**config.mk**
```make
export PLATFORM = sky130hd
export DESIGN_NAME = debug_unit
export DESIGN_NICKNAME = d
export VERILOG_FILES = /design/src/rtl/debug_pkg.sv /design/src/rtl/word_tx_serializer.sv /design/src/rtl/debug_unit.sv
export SDC_FILE = /design/constraint.sdc
export NUM_CORES = 1
export LEC_CHECK = 0
export CORE_MARGIN = 5
export CORE_UTILIZATION = 51
export CTS_CLUSTER_DIAMETER = 60
export CTS_CLUSTER_SIZE = 28
export DETAILED_ROUTE_END_ITERATION = 7
export GPL_ROUTABILITY_DRIVEN = 0
export PLACE_DENSITY_LB_ADDON = 0.08
export RECOVER_POWER = 100
export SLEW_MARGIN = 20
export SYNTH_ARGS = -nofsm -noshare
export SYNTH_HDL_FRONTEND = slang
export SYNTH_SLANG_ARGS = --single-unit
```
**constraint.sdc**
```tcl
create_clock -name clk -period 3.5 [get_ports clk]
set_input_delay 0.7 -clock clk [delete_from_list [all_inputs] [get_ports clk]]
set_output_delay 0.7 -clock clk [all_outputs]
set_load 0.1 [all_outputs]
```
**src/rtl/debug_pkg.sv**
```systemverilog
// Shared command/reply bytes, controller state encoding and serializer request type
// for the UART debug unit.
package debug_pkg;
    localparam logic [7:0] CMD_RUN   = 8'h52;
    localparam logic [7:0] CMD_STEP  = 8'h53;
    localparam logic [7:0] CMD_CLEAR = 8'h43;
    localparam logic [7:0] CMD_PC    = 8'h50;
    localparam logic [7:0] CMD_DUMP  = 8'h44;
    localparam logic [7:0] REPLY_ACK = 8'h4B;
    localparam logic [7:0] REPLY_ERR = 8'h3F;

    typedef enum logic [2:0] {
        ST_IDLE, ST_RUN, ST_STEP, ST_LOAD, ST_SEND, ST_WAIT_TX, ST_ACK
    } dbg_state_t;

    typedef struct packed {
        logic [31:0] data;
        logic        single;
    } ser_req_t;

    // Single-byte replies ride in the MSB so the serializer always shifts from the top.
    function automatic ser_req_t byte_req(input logic [7:0] b);
        return '{data: {b, 24'h0}, single: 1'b1};
    endfunction
endpackage

```
**src/rtl/word_tx_serializer.sv**
```systemverilog
// Sends a 32-bit word (or only its top byte) MSB first over a tx_start/tx_done
// byte handshake; done is a combinational pulse on the final tx_done.
module word_tx_serializer
    import debug_pkg::*;
(
    input  logic       clk,
    input  logic       rst,
    input  logic       load,
    input  ser_req_t   req,
    input  logic       tx_done,
    output logic       tx_start,
    output logic [7:0] w_data,
    output logic       done
);
    dbg_state_t  st;
    logic [23:0] rest;
    logic [1:0]  left;

    always_ff @(posedge clk or negedge rst) begin
        if (!rst) begin
            st       <= ST_IDLE;
            tx_start <= 1'b0;
            w_data   <= 8'h00;
            rest     <= 24'h0;
            left     <= 2'd0;
        end else begin
            tx_start <= 1'b0;
            case (st)
                ST_IDLE: if (load) begin
                    w_data   <= req.data[31:24];
                    rest     <= req.data[23:0];
                    left     <= req.single ? 2'd0 : 2'd3;
                    tx_start <= 1'b1;
                    st       <= ST_SEND;
                end
                ST_SEND: st <= ST_WAIT_TX;
                // w_data holds until tx_done; tx_done in any other state is ignored.
                ST_WAIT_TX: if (tx_done) begin
                    if (left != 2'd0) begin
                        w_data   <= rest[23:16];
                        rest     <= {rest[15:0], 8'h00};
                        left     <= left - 2'd1;
                        tx_start <= 1'b1;
                        st       <= ST_SEND;
                    end else begin
                        st <= ST_IDLE;
                    end
                end
                default: st <= ST_IDLE;
            endcase
        end
    end

    assign done = (st == ST_WAIT_TX) && tx_done && (left == 2'd0);
endmodule

```
**src/rtl/debug_unit.sv**
```systemverilog
// UART-driven processor debug controller: run/step/reset the core, read the PC
// and dump the debug word bus, replying through one word serializer.
module debug_unit
    import debug_pkg::*;
#(
    parameter int DUMP_WORDS = 40,
    parameter int ADDR_BITS  = 6
) (
    input  logic                 clk,
    input  logic                 rst,
    input  logic                 rx_done,
    input  logic [7:0]           r_data,
    input  logic                 tx_done,
    output logic                 tx_start,
    output logic [7:0]           w_data,
    input  logic [31:0]          pc,
    output logic [ADDR_BITS-1:0] dbg_addr,
    input  logic [31:0]          dbg_data,
    input  logic                 halted,
    output logic                 cpu_enable,
    output logic                 cpu_reset,
    output logic                 busy
);
    localparam logic [ADDR_BITS-1:0] LAST_WORD = ADDR_BITS'(DUMP_WORDS - 1);

    dbg_state_t state;
    logic       dumping;
    logic       ser_load;
    logic       ser_done;
    ser_req_t   ser_req;

    // Loads are issued in the same cycle the decision is made so the first
    // tx_start lands one cycle after rx_done for 'P' and error replies.
    always_comb begin
        ser_load = 1'b0;
        ser_req  = '{data: 32'h0, single: 1'b0};
        case (state)
            ST_IDLE: if (rx_done) begin
                case (r_data)
                    CMD_RUN, CMD_STEP, CMD_CLEAR, CMD_DUMP: ser_load = 1'b0;
                    CMD_PC: begin
                        ser_load = 1'b1;
                        ser_req  = '{data: pc, single: 1'b0};
                    end
                    default: begin
                        ser_load = 1'b1;
                        ser_req  = byte_req(REPLY_ERR);
                    end
                endcase
            end
            ST_LOAD: begin
                ser_load = 1'b1;
                ser_req  = '{data: dbg_data, single: 1'b0};
            end
            ST_ACK: begin
                ser_load = 1'b1;
                ser_req  = byte_req(REPLY_ACK);
            end
            default: ser_load = 1'b0;
        endcase
    end

    always_ff @(posedge clk or negedge rst) begin
        if (!rst) begin
            state      <= ST_IDLE;
            dbg_addr   <= '0;
            cpu_enable <= 1'b0;
            cpu_reset  <= 1'b0;
            dumping    <= 1'b0;
        end else begin
            case (state)
                ST_IDLE: if (rx_done) begin
                    case (r_data)
                        CMD_RUN:   begin cpu_enable <= 1'b1; state <= ST_RUN;  end
                        CMD_STEP:  begin cpu_enable <= 1'b1; state <= ST_STEP; end
                        CMD_CLEAR: begin cpu_reset  <= 1'b1; state <= ST_STEP; end
                        CMD_DUMP: begin
                            dbg_addr <= '0;
                            dumping  <= 1'b1;
                            state    <= ST_LOAD;
                        end
                        default:   state <= ST_SEND;
                    endcase
                end
                ST_RUN: if (halted) begin
                    cpu_enable <= 1'b0;
                    state      <= ST_ACK;
                end
                ST_STEP: begin
                    cpu_enable <= 1'b0;
                    cpu_reset  <= 1'b0;
                    state      <= ST_ACK;
                end
                ST_LOAD, ST_ACK: state <= ST_SEND;
                ST_SEND: if (ser_done) begin
                    if (dumping && dbg_addr != LAST_WORD) begin
                        dbg_addr <= dbg_addr + 1'b1;
                        state    <= ST_LOAD;
                    end else begin
                        dbg_addr <= '0;
                        dumping  <= 1'b0;
                        state    <= ST_IDLE;
                    end
                end
                default: state <= ST_IDLE;
            endcase
        end
    end

    assign busy = (state != ST_IDLE);

    word_tx_serializer u_ser (
        .clk      (clk),
        .rst      (rst),
        .load     (ser_load),
        .req      (ser_req),
        .tx_done  (tx_done),
        .tx_start (tx_start),
        .w_data   (w_data),
        .done     (ser_done)
    );
endmodule

```
# ---- Yosys cells after proc, flatten, opt, wreduce, memory -nomap -nowiden
# Cells that the tools add are included.
dict set report totals {
  out_inout_bits 18
  wordCells 108
  ff_bits 50
}
dict set report classes {
  add_sub_neg 2
  muxes 50
  n_eq_ne 23
  n_reduce_logical 23
}
# op n
set op_table {}
lappend op_table {{$pmux W33 S3} 1}
lappend op_table {{$mux W24} 3}
lappend op_table {{$pmux W33 S2} 1}
lappend op_table {{$pmux W24 S2} 1}
lappend op_table {{$eq A8 B7 Y1 const B} 5}
lappend op_table {{$mux W33} 1}
lappend op_table {{$mux W6} 4}
lappend op_table {{$mux W8} 3}
lappend op_table {{$mux W3} 6}
lappend op_table {{$pmux W3 S3} 2}
lappend op_table {{$pmux W8 S2} 1}
lappend op_table {{$pmux W3 S5} 1}
lappend op_table {{$mux W1} 14}
lappend op_table {{$ne A2 B2 Y1 const B} 7}
lappend op_table {{$eq A3 B3 Y1 const B} 4}
lappend op_table {{$pmux W6 S2} 1}
lappend op_table {{$reduce_and A4 Y1} 3}
lappend op_table {{$mux W2} 5}
lappend op_table {{$pmux W1 S2} 4}
lappend op_table {{$reduce_bool A2 Y1} 4}
lappend op_table {{$add A6 B1 Y6 const B} 1}
lappend op_table {{$eq A3 B2 Y1 const B} 2}
lappend op_table {{$logic_not A3 Y1} 2}
lappend op_table {{$ne A2 B1 Y1 const B} 3}
lappend op_table {{13 further kinds} 19}

# ---- Depth between registers and ports, before layout
dict set report depth {
  ltp_word 8
  depth_mapped 8
  ltp_nobuf 7
}

# ---- Hierarchy
# Synthesis repeated with hierarchy kept, for this count alone.
dict set report unflattened {
  hier_cells 281
  area_unflattened_um2 3110.5
}
# module n_inst seq_area_each_um2 cells_per_inst area_per_inst_um2
set by_module_without_submodules {}
lappend by_module_without_submodules {word_tx_serializer 1 925.9 135 1894.3}
lappend by_module_without_submodules {debug_unit 1 300.3 146 1216.2}

# ---- Worst setup path after synthesis
# No wires, ideal clock.
dict set report synth_path {
  path_kind {input to register}
  start {input r_data[3]}
  end {register u_ser.w_data[0]}
  path_slack_ps 825
  required_time_ps 3374
  stages 7
  setup_time_ps 126
  arrival_ps 2549
  cell_sequence {or4b_1 buf_2 o21ba_2 buf_4 o21ai_2 buf_2 mux2_2}
}
dict set report synth_via {
  elab_chain_cells 7
}
# item line
set synth_rtl {}
lappend synth_rtl {{start: declaration} debug_unit.sv:12} ;# input logic [7:0] r_data,
lappend synth_rtl {{$eq A8 B7 Y1} debug_unit.sv:39} ;# case (r_data)
lappend synth_rtl {{$reduce_or A4 Y1} debug_unit.sv:39}
lappend synth_rtl {{$pmux W33 S2 or $mux W1 (tied branches)} debug_unit.sv:39}
lappend synth_rtl {{$mux W33 or $mux W1 (tied branches)} debug_unit.sv:38} ;# ST_IDLE: if (rx_done) begin
lappend synth_rtl {{$pmux W33 S3 or $pmux W1 S2 (tied branches)} debug_unit.sv:37} ;# case (state)
lappend synth_rtl {{$mux W8 or $ne A2 B2 Y1 (tied branches)} n/a}
lappend synth_rtl {{$pmux W8 S2 or $reduce_and A4 Y1 (tied branches)} n/a}
lappend synth_rtl {{end signal: assignment} word_tx_serializer.sv:30} ;# w_data <= req.data[31:24];
lappend synth_rtl {{end signal: assignment} word_tx_serializer.sv:40} ;# w_data <= rest[23:16];
lappend synth_rtl {{end: declaration} word_tx_serializer.sv:12} ;# output logic [7:0] w_data,
# Parallel ways exist; a longest one is shown, timed or not. The select of a mux whose other input is x is not followed.
# A chain may end at the register's enable or synchronous reset.

# ---- Final worst setup path
dict set report layout_path {
  start {input r_data[3]}
  end {register u_ser.rest[23]}
}
dict set report layout_via {
  elab_chain_cells 7
}
# item line
set layout_rtl {}
lappend layout_rtl {{$eq A8 B7 Y1} debug_unit.sv:39}
lappend layout_rtl {{$reduce_or A4 Y1} debug_unit.sv:39}
lappend layout_rtl {{$pmux W33 S2 or $mux W1 (tied branches)} debug_unit.sv:39}
lappend layout_rtl {{$mux W33 or $mux W1 (tied branches)} debug_unit.sv:38}
lappend layout_rtl {{$pmux W33 S3 or $pmux W1 S2 (tied branches)} debug_unit.sv:37}
lappend layout_rtl {{$mux W24 or $ne A2 B2 Y1 (tied branches)} n/a}
lappend layout_rtl {{$pmux W24 S2 or $reduce_and A4 Y1 (tied branches)} n/a}
lappend layout_rtl {{end signal: assignment} word_tx_serializer.sv:31} ;# rest <= req.data[23:0];
lappend layout_rtl {{end signal: assignment} word_tx_serializer.sv:41} ;# rest <= {rest[15:0], 8'h00};
lappend layout_rtl {{end: declaration} word_tx_serializer.sv:16} ;# logic [23:0] rest;
# Parallel ways exist; a longest one is shown, timed or not. The select of a mux whose other input is x is not followed.

==> results_dict.tcl <==
set metrics [dict create \
    pin_count 95 \
    cp.arrival_ns 3.36 \
    ir_drop_mv 0.439 \
    power_w 0.00239 \
    cts-hold-fix-buffers 0 \
    htreeDepth 2 \
    slowest_stage "or4_1" \
    ys.flop_type "dfrtp_1" \
    clk_latency_ns 0.30 \
    yosysTopAreaCell "dfrtp_1" \
    grt_pass1_wl_um 13500 \
    routed_wirelength_um 8330 \
    drc 0 \
    cts_tree "done" \
    p_leak_nw 1.74 \
    cp_top_family "simple AND/OR/NAND/NOR gates" \
    dp.cells 503 \
    cp_cell_sequence "dlygate4sd3_1, or4b_1, or4_1, nor3_4, buf_4, a21oi_1, mux2i_1" \
    vias 2877 \
    drv_cap 0 \
    final.setup.tns_ns 0 \
    cts_resized 0 \
    r2r_cells 5 \
    synthCells 347 \
    netlist_area_um2 3020 \
    die_w_um 86.9 \
    worstSetupEndpointType "register" \
    stdcell_count 510 \
    timing.rr.start "state[2]" \
    crit_path_end "u_ser.rest[23]" \
    path_clk_slew_ns 0.09 \
    wire_per_inst_um 16.3 \
    crit_cells 7 \
    rr_endpoint "u_ser.rest[0]" \
    gr-total-overflow 0 \
    power_density_nw_per_um2 590 \
    ys_top_cells_by_area "dfrtp_1 (41%), a21oi_1 (8.1%), mux2i_1 (6.0%), nand2_1 (4.6%), o21ai_0 (4.3%)" \
    cts-root-buf "clkbuf_8" \
    avgSynthCellArea_um2 8.69 \
    synth.distinct_cells 52 \
    grt_max_degree 28 \
    die_h_um 86.9 \
    finalNetCount 517 \
    cts_buffers 5 \
    hold_viol_final 0 \
    die_area_um2 7550 \
    yosys_register_bits 49 \
    synth_commonest_cells "a21oi_1 (49), dfrtp_1 (49), nand2_1 (37), inv_1 (27), o21ai_0 (26)" \
    hpwl_um 6270 \
    slowest_delay_ns 0.77 \
    skew_ns 0.00886 \
    grt_usage_pct 22.6 \
    ys_warn_count 0 \
    antenna_found_initial 0 \
    r2r_slack_ns 0.82 \
    initial_utilization_pct 51.5 \
    drtPass1Iterations 6 \
    cp.required_ns 3.72 \
    synth_edf_count 0 \
    seq_area_frac_synth_pct 40.7 \
    slew_headroom_pct 1.76 \
    drt_first_iter_violations 171 \
    crit_type "primary input to register" \
    clockBufferDepth 2 \
    rows 28 \
    cp_num_buf_inv 2 \
    drive_gt1_share_pct 6.67 \
    core-area_um2 5850 \
    post_cts_buffers 0 \
    portBuffers 94 \
    period_share_pct 89.8 \
    finalCriticalPeriod_ns 3.14 \
    holdCritPathClass "register to register" \
    synth_top_area_share_pct 40.7 \
    clock-sinks 49 \
    maxSlewViolCount 0 \
    rsz0062_at_grt "false" \
    fmax_mhz 318 \
    critPathMaxFanout 10 \
    critPathLaunchType "primary input" \
    ant_nets 0 \
    outcome "completed" \
    layout-area-overhead-vs-synth_pct 34.4 \
    synth_async_sr_flop_share_pct 100 \
    grt_pass1_vias 2850 \
    vias_per_cell 5.64 \
    tightest_slew_ns 1.47 \
    diodes 0 \
    crit_start "r_data[3]" \
    synth.net_count 429 \
    setup_viol 0 \
]
==> registers in the layout, summed over array words and instances, names as in the netlist <==
| name | flops |
|---|---|
| state | 3 |
| u_ser.left | 2 |
| dumping | 1 |
| cpu_enable | 1 |
| u_ser.tx_start | 1 |
| cpu_reset | 1 |
| u_ser.w_data | 8 |
| u_ser.rest | 24 |
| u_ser.st | 2 |
| dbg_addr | 6 |
==> worst min path at each step <==
stage                       start             to  slack [ns]  cells past startpoint
floorplan                     rst     cpu_enable        0.40                      0
global route        u_ser.rest[6]  u_ser.rest[6]        0.51                      1
global placement    u_ser.rest[6]  u_ser.rest[6]        0.47                      1
finish              u_ser.rest[6]  u_ser.rest[6]        0.50                      1
detailed placement  u_ser.rest[6]  u_ser.rest[6]        0.48                      1
CTS                           rst     cpu_enable        0.39                      1
==> where the power goes <==
| group | leakage [nW] | internal, W | switching, W |
|---|---|---|---|
| Clock | 0.0443 | 0.000157 | 0.000183 |
| Sequential | 0.658 | 0.000672 | 0.0000843 |
| Combinational | 1.04 | 0.000441 | 0.000852 |
| Total | 1.74 | 0.00127 | 0.00112 |
==> worst reg2reg max path, stage by stage (launching register included) <==
cell	delay, ns
dfrtp_1	0.53
or4b_2	0.86
o21ba_1	0.46
o21ai_4	0.22
clkbuf_2	0.28
o2bb2ai_1	0.18
==> cell usage in the layout, fill, tap and decap left out, types with 3 or more instances in the layout <==
cell type	n
a21oi_1	49
a22oi_1	10
a31oi_1	4
buf_4	7
clkbuf_1	9
clkbuf_8	6
clkdlybuf4s50_1	72
dfrtp_1	49
dlygate4sd3_1	15
ha_1	5
inv_1	27
mux2_2	8
mux2i_1	18
nand2_1	37
nand2b_1	5
nand3_1	4
nand4_1	3
nand4b_1	3
nor2_1	21
nor2b_1	3
o211ai_1	3
o21ai_0	26
o221ai_1	7
o2bb2ai_1	9
or2_2	3
==> logic make-up after synthesis <==
group                    count (synthesis)  synth area share [%]
AND/OR/NAND/NOR                         97                  16.5
buffers and inverters                   49                  6.89
AO/OA/AOI/OAI                          121                  24.9
adder cells (fa/ha/maj)                  5                  2.07
flip-flops                              49                  40.7
multiplexers                            26                  8.96
==> per-layer routing <==
layer  GRT usage, %  up-vias  wire length, um
met1           31.2     1350             3620
met3           3.50        5              519
met2           38.0      109             4150
met5              0        -                0
met4           4.25        0               46
li1               -     1413                -
==> metrics by stage <==
step / worst slack, ns / area (um^2) / hold WS [ns] / util [%]
after floorplan: 0.825 / 3020 / 0.404 / -
after global placement: 0.341 / 3990 / 0.472 / 68.2
after detailed placement: 0.290 / 4010 / 0.478 / 68.6
after CTS: 0.594 / 4100 / 0.392 / 70.0
after global routing: 0.222 / 4050 / 0.506 / 69.2
final: 0.355 / 4050 / 0.497 / 69.2
==> final cells by class <==
| type | instances | area [um^2] |
|---|---|---|
| fill | 496 | 1800 |
| multi-input combinational | 249 | 1590 |
| sequential | 49 | 1230 |
| timing repair buffer | 103 | 958 |
| inverter | 27 | 101 |
| tap | 75 | 93.8 |
| clock buffer | 7 | 86.3 |
No activity file was read; power rests on OpenSTA's default activity.
